--- config.mk ---
export PLATFORM = sky130hd
export DESIGN_NAME = mem_wb_stage
export DESIGN_NICKNAME = d
export VERILOG_FILES = /design/src/rtl/mem_wb_stage.sv
export SDC_FILE = /design/constraint.sdc
export NUM_CORES = 1
export LEC_CHECK = 0
export CORE_MARGIN = 2
export CORE_UTILIZATION = 41
export CTS_CLUSTER_SIZE = 30
export DETAILED_ROUTE_END_ITERATION = 10
export GPL_TIMING_DRIVEN = 1
export PLACE_DENSITY = 0.82
export SLEW_MARGIN = 20
export SYNTH_ARGS = -nofsm -noshare
export SYNTH_HDL_FRONTEND = slang
export SYNTH_SLANG_ARGS = --single-unit
--- constraint.sdc ---
create_clock -name clk_i -period 3.5 [get_ports clk_i]
set_clock_uncertainty 0.2 [all_clocks]
set_input_delay 0.875 -clock clk_i [delete_from_list [all_inputs] [get_ports clk_i]]
set_output_delay 0.875 -clock clk_i [all_outputs]
set_load 0.005 [all_outputs]
--- src/rtl/mem_wb_stage.sv ---
// MEM stage: data-memory loads/stores over a req/ack handshake with
// big-endian byte-lane alignment, sign extension and the MEM/WB register.
//
//  state  | meaning
//  -------+---------------------------------------------------------------
//  IDLE   | no access outstanding; non-memory ops pass to WB in one cycle
//  ACCESS | request on the bus from latched copies; wait for dmem_ack_i
module mem_wb_stage #(
    parameter int ADDR_W = 32
) (
    input  logic              clk_i,
    input  logic              rst_i,
    input  logic [31:0]       EXMEM_alu_result_i,
    input  logic [31:0]       EXMEM_b_i,
    input  logic [4:0]        EXMEM_rd_i,
    input  logic [1:0]        EXMEM_ctrl_mem_read_i,
    input  logic [1:0]        EXMEM_ctrl_mem_write_i,
    input  logic              EXMEM_ctrl_reg_write_i,
    input  logic              EXMEM_ctrl_mem_to_reg_i,
    output logic              dmem_req_o,
    output logic              dmem_we_o,
    output logic [ADDR_W-1:0] dmem_addr_o,
    output logic [3:0]        dmem_be_o,
    output logic [31:0]       dmem_wdata_o,
    input  logic              dmem_ack_i,
    input  logic [31:0]       dmem_rdata_i,
    output logic [4:0]        WB_reg_write_address_o,
    output logic [31:0]       WB_reg_write_data_o,
    output logic              WB_ctrl_reg_write_o,
    output logic              MEM_stall_o,
    output logic              MEM_misalign_o
);

    localparam logic [1:0] SZ_WORD = 2'b01;
    localparam logic [1:0] SZ_HALF = 2'b10;
    localparam logic [1:0] SZ_BYTE = 2'b11;

    typedef enum logic {
        IDLE   = 1'b0,
        ACCESS = 1'b1
    } state_t;

    state_t      state;

    logic        is_read;
    logic        is_write;
    logic [1:0]  size;
    logic        mem_op;
    logic [1:0]  offset;
    logic        aligned;
    logic [3:0]  be_next;
    logic [31:0] wdata_next;

    logic [31:0] lat_alu;
    logic [31:0] lat_wdata;
    logic [3:0]  lat_be;
    logic        lat_we;
    logic [4:0]  lat_rd;
    logic        lat_reg_write;
    logic        lat_is_read;
    logic        lat_mem_to_reg;
    logic [1:0]  lat_size;

    logic [15:0] lane_half;
    logic [7:0]  lane_byte;
    logic [31:0] load_data;

    // Decode the incoming op: size, alignment, byte enables and replicated store data.
    // A read with a nonzero write field is still a read.
    always_comb begin
        is_read    = (EXMEM_ctrl_mem_read_i != 2'b00);
        is_write   = (EXMEM_ctrl_mem_write_i != 2'b00) && !is_read;
        size       = is_read ? EXMEM_ctrl_mem_read_i : EXMEM_ctrl_mem_write_i;
        mem_op     = is_read || is_write;
        offset     = EXMEM_alu_result_i[1:0];
        aligned    = 1'b1;
        be_next    = 4'b0000;
        wdata_next = EXMEM_b_i;
        case (size)
            SZ_WORD: begin
                aligned    = (offset == 2'b00);
                be_next    = 4'b1111;
                wdata_next = EXMEM_b_i;
            end
            SZ_HALF: begin
                aligned    = !offset[0];
                be_next    = offset[1] ? 4'b0011 : 4'b1100;
                wdata_next = {2{EXMEM_b_i[15:0]}};
            end
            SZ_BYTE: begin
                aligned    = 1'b1;
                be_next    = 4'b1000 >> offset;
                wdata_next = {4{EXMEM_b_i[7:0]}};
            end
            default: begin
                aligned    = 1'b1;
                be_next    = 4'b0000;
                wdata_next = EXMEM_b_i;
            end
        endcase
    end

    // Pick the addressed lane of the returned word (offset 0 = MSBs) and sign-extend.
    always_comb begin
        lane_half = lat_alu[1] ? dmem_rdata_i[15:0] : dmem_rdata_i[31:16];
        case (lat_alu[1:0])
            2'd0:    lane_byte = dmem_rdata_i[31:24];
            2'd1:    lane_byte = dmem_rdata_i[23:16];
            2'd2:    lane_byte = dmem_rdata_i[15:8];
            default: lane_byte = dmem_rdata_i[7:0];
        endcase
        case (lat_size)
            SZ_HALF: load_data = {{16{lane_half[15]}}, lane_half};
            SZ_BYTE: load_data = {{24{lane_byte[7]}}, lane_byte};
            default: load_data = dmem_rdata_i;
        endcase
    end

    // FSM, access latches and the MEM/WB register.
    always_ff @(posedge clk_i) begin
        if (rst_i) begin
            state                  <= IDLE;
            lat_alu                <= '0;
            lat_wdata              <= '0;
            lat_be                 <= '0;
            lat_we                 <= 1'b0;
            lat_rd                 <= '0;
            lat_reg_write          <= 1'b0;
            lat_is_read            <= 1'b0;
            lat_mem_to_reg         <= 1'b0;
            lat_size               <= '0;
            WB_reg_write_address_o <= '0;
            WB_reg_write_data_o    <= '0;
            WB_ctrl_reg_write_o    <= 1'b0;
            MEM_misalign_o         <= 1'b0;
        end else begin
            MEM_misalign_o <= 1'b0;
            case (state)
                IDLE: begin
                    if (mem_op && aligned) begin
                        lat_alu             <= EXMEM_alu_result_i;
                        lat_wdata           <= wdata_next;
                        lat_be              <= be_next;
                        lat_we              <= is_write;
                        lat_rd              <= EXMEM_rd_i;
                        lat_reg_write       <= EXMEM_ctrl_reg_write_i;
                        lat_is_read         <= is_read;
                        lat_mem_to_reg      <= EXMEM_ctrl_mem_to_reg_i;
                        lat_size            <= size;
                        WB_ctrl_reg_write_o <= 1'b0;
                        state               <= ACCESS;
                    end else begin
                        // Non-memory op completes here; a misaligned access is
                        // squashed and only flagged.
                        WB_reg_write_address_o <= EXMEM_rd_i;
                        WB_reg_write_data_o    <= EXMEM_alu_result_i;
                        WB_ctrl_reg_write_o    <= !mem_op && EXMEM_ctrl_reg_write_i
                                                  && (EXMEM_rd_i != 5'd0);
                        MEM_misalign_o         <= mem_op;
                    end
                end
                ACCESS: begin
                    if (dmem_ack_i) begin
                        WB_reg_write_address_o <= lat_rd;
                        WB_reg_write_data_o    <= (lat_is_read || lat_mem_to_reg)
                                                  ? load_data : lat_alu;
                        WB_ctrl_reg_write_o    <= lat_is_read && lat_reg_write
                                                  && (lat_rd != 5'd0);
                        state                  <= IDLE;
                    end else begin
                        WB_ctrl_reg_write_o <= 1'b0;
                    end
                end
                default: state <= IDLE;
            endcase
        end
    end

    // Bus side is driven only from latched copies so it stays stable until ack.
    always_comb begin
        dmem_req_o   = (state == ACCESS);
        dmem_we_o    = (state == ACCESS) && lat_we;
        dmem_be_o    = (state == ACCESS) ? lat_be : 4'b0000;
        dmem_addr_o  = {lat_alu[ADDR_W-1:2], 2'b00};
        dmem_wdata_o = lat_wdata;
    end

    // Hold upstream while an aligned access is starting or still waiting for ack.
    always_comb begin
        MEM_stall_o = !rst_i &&
                      (((state == IDLE) && mem_op && aligned) ||
                       ((state == ACCESS) && !dmem_ack_i));
    end

endmodule

==> results.py <==
metrics = {
    "critical_path": {
        "r2r_end": "lat_be[3]",
        "path_class": "in2out",
        "slowest_delay_ns": 0.62,
        "r2r_slack_ns": 0.99,
        "cp_cell_sequence": "clkdlybuf4s50_1 > nor3b_4 > o311a_4 > nor2_4 > nor2_1 > clkdlybuf4s15_2",
        "worst-path-max-fanout": 3,
        "r2r_cells": 6,
        "endpoint": "MEM_stall_o",
        "worstPathArrival_ns": 2.36,
        "critPathSlowestCell": "clkdlybuf4s50_1",
        "reg2reg_from": "dmem_req_o",
        "startpoint": "EXMEM_alu_result_i[0]",
        "crit_path_end_kind": "output port",
        "worstPathRequired_ns": 2.42,
        "crit_path_start_kind": "primary input",
    },
    "grt": {
        "grt_pass1_vias": 5928,
        "grt_max_degree": 120,
        "antenna_found_initial": 0,
        "grt_first_pass_wirelength_um": 30900,
        "grt_overflow": 0,
        "groute.usage.overall_pct": 24.5,
    },
    "placement": {
        "numPortBuffers": 217,
        "dp_cells": 1080,
        "dp_slack_ns": -0.627,
        "gp_congestion": 0.876,
        "hpwl_um": 13600,
    },
    "hold_path": {
        "hp-class": "reg2reg",
    },
    "clock_network": {
        "clkTransAtPathRegs_ns": 0.05,
        "holdBufCountCts": 0,
        "h-tree-depth": 4,
        "clk_latency_ns": 0.41,
        "cts-root-buf": "clkbuf_16",
        "clockBufferDepth": 2,
        "clkSinkCount": 119,
        "tritoncts": "done",
        "numCtsBuffers": 17,
    },
    "synth": {
        "synth_fa_ha_area_share_pct": 0.624,
        "yosysUniqueCellTypes": 45,
        "avgSynthCellArea_um2": 8.14,
        "synth_xor_area_share_pct": 0,
        "ys_seq_area_share_pct": 39.6,
        "async_flop_share_pct": 0,
        "ys_warn_count": 0,
        "yosysTopAreaCell": "dfxtp_1",
        "yosys.area.top_type_share_pct": 39.6,
        "synth_simple_gate_area_share_pct": 19.3,
        "ys_ff_latch": 119,
        "synth_edf_count": 0,
        "synth.area.top_cells": "dfxtp_1, nand2_1, a21oi_1",
        "synth.area.mux_share_pct": 3.75,
        "syn-cell-area_um2": 6010,
        "synth_compound_area_share_pct": 26.7,
        "ys.flop_type": "dfxtp_1",
        "synthCells": 738,
        "synth_top_family_by_area": "compound AO/OA/AOI/OAI gates",
    },
    "finish": {
        "num-nets-final": 1031,
        "final_cell_mix": "clkdlybuf4s50_1, nand2_1, dfxtp_1",
        "multiInputGateArea_um2": 3100,
        "nFillCells": 1237,
        "antennaDiodeCount": 0,
        "final_common_cell": "clkdlybuf4s50_1",
        "drive_gt1_share_pct": 9.78,
        "area_delta_synth_final_pct": 47.3,
        "stdcell_count": 1114,
        "regArea_um2": 2380,
    },
    "die": {
        "ios": 220,
        "dieArea_um2": 15600,
        "fp.dieW_um": 125,
        "die_h_um": 125,
        "fp-row-count": 44,
        "initial_core_util_pct": 41.7,
        "coreArea_um2": 14400,
    },
    "timing": {
        "final_hold_viol_count": 0,
        "finalSetupTns_ns": 0,
        "setup_viol": 0,
        "fin_crit_sh_pct": 98.2,
        "max_freq_ghz": 0.291,
        "relSlewSlack_pct": 35.1,
        "hold_ws_ns": 0.254,
        "drv_slew": 0,
        "tightest_slew_ns": 0.974,
        "min_period_ns": 3.44,
        "setup_ws_ns": 0.0622,
    },
    "pwr": {
        "power.leakage_nw": 3.30,
        "ir_drop_mv": 0.346,
        "powerDensity_nw_per_um2": 539,
    },
    "outcome": {
        "status": "finished clean",
    },
    "drt": {
        "wire_per_inst_um": 17.5,
        "dr.pass1.iters": 5,
        "route.detailed.drc": 0,
        "vias": 6165,
        "drt_wl_total_um": 19500,
        "first_iter_violations": 445,
        "viasPerCell": 5.53,
        "ant_nets": 0,
    },
    "job": {
        "cap_violations": 0,
    },
}
## critical path: cells and delay by family
kind,cells,cell delay [ns]
compound gates,1,0.41
buf+inv,2,0.82
simple gates,3,0.27
## layer usage
metal | GRT usage (%) | wire (um)
met5 | 0 | 0
met4 | 12.8 | 906
met3 | 5.35 | 1320
met2 | 38.8 | 9080
met1 | 31.4 | 8230
## where the power goes
part / switching, mW / leakage, nW / total, mW / internal (mW)
registers: 0.111 / 0.984 / 1.65 / 1.54
clock network: 0.594 / 0.286 / 1.74 / 1.15
logic: 0.669 / 2.03 / 1.38 / 0.711
total: 1.37 / 3.30 / 4.77 / 3.40
## stage by stage
step           instance area, um^2  power, mW  util, %
2_1_floorplan                 6020       2.40        -
3_3_place_gp                  8210       3.02     56.9
3_5_place_dp                  8210       3.04     56.9
4_1_cts                       8850       4.80     61.4
5_1_grt                       8850       5.00     61.4
6_report                      8850       4.77     61.4
## how the worst min path moves through the flow
stage | start | end | slack, ns | cells past startpoint
floorplan | lat_reg_write | lat_reg_write | 0.24 | 2
global placement | dmem_wdata_o[5] | dmem_wdata_o[5] | 0.24 | 2
detailed placement | dmem_wdata_o[5] | dmem_wdata_o[5] | 0.25 | 2
CTS | dmem_wdata_o[5] | dmem_wdata_o[5] | 0.25 | 2
global route | WB_reg_write_data_o[20] | WB_reg_write_data_o[20] | 0.28 | 1
finish | dmem_wdata_o[5] | dmem_wdata_o[5] | 0.25 | 2
## area by class of cell
class / instances / area share (%)
Clock buffer: 22 / 5.24
Clock inverter: 9 / 1.41
Inverter: 16 / 0.678
Multi-Input combinational cell: 509 / 35.0
Sequential cell: 119 / 26.9
Tap cell: 184 / 2.60
Timing Repair Buffer: 255 / 28.1
## cells by family after synthesis
family / after synthesis
muxes: 20
DFF: 119
buffers and inverters: 111
and+or+nand+nor: 255
other: 1
adders and majority gates: 3
AOI/OAI and AO/OA: 229
## synthesized netlist by cell type, types with 12 or more instances
master / count
inv_1: 16
o22ai_1: 24
o21a_1: 17
nor2_1: 56
a221oi_1: 17
nand2b_1: 40
a311oi_1: 23
mux2i_1: 18
buf_2: 22
clkbuf_1: 35
nand2_1: 121
dfxtp_1: 119
a21oi_1: 71
buf_4: 32
o21ai_0: 12
a211oi_1: 22
## what timing repair did
item                                    CTS  global route
resized for setup                        19             9
buffers inserted                          2             1
endpoints found under the hold margin     0             0
pin swaps                                 3             3
cloned                                    0             0
endpoints found under the setup margin    1             1
Note: power is estimated with default switching activity, not from simulation.
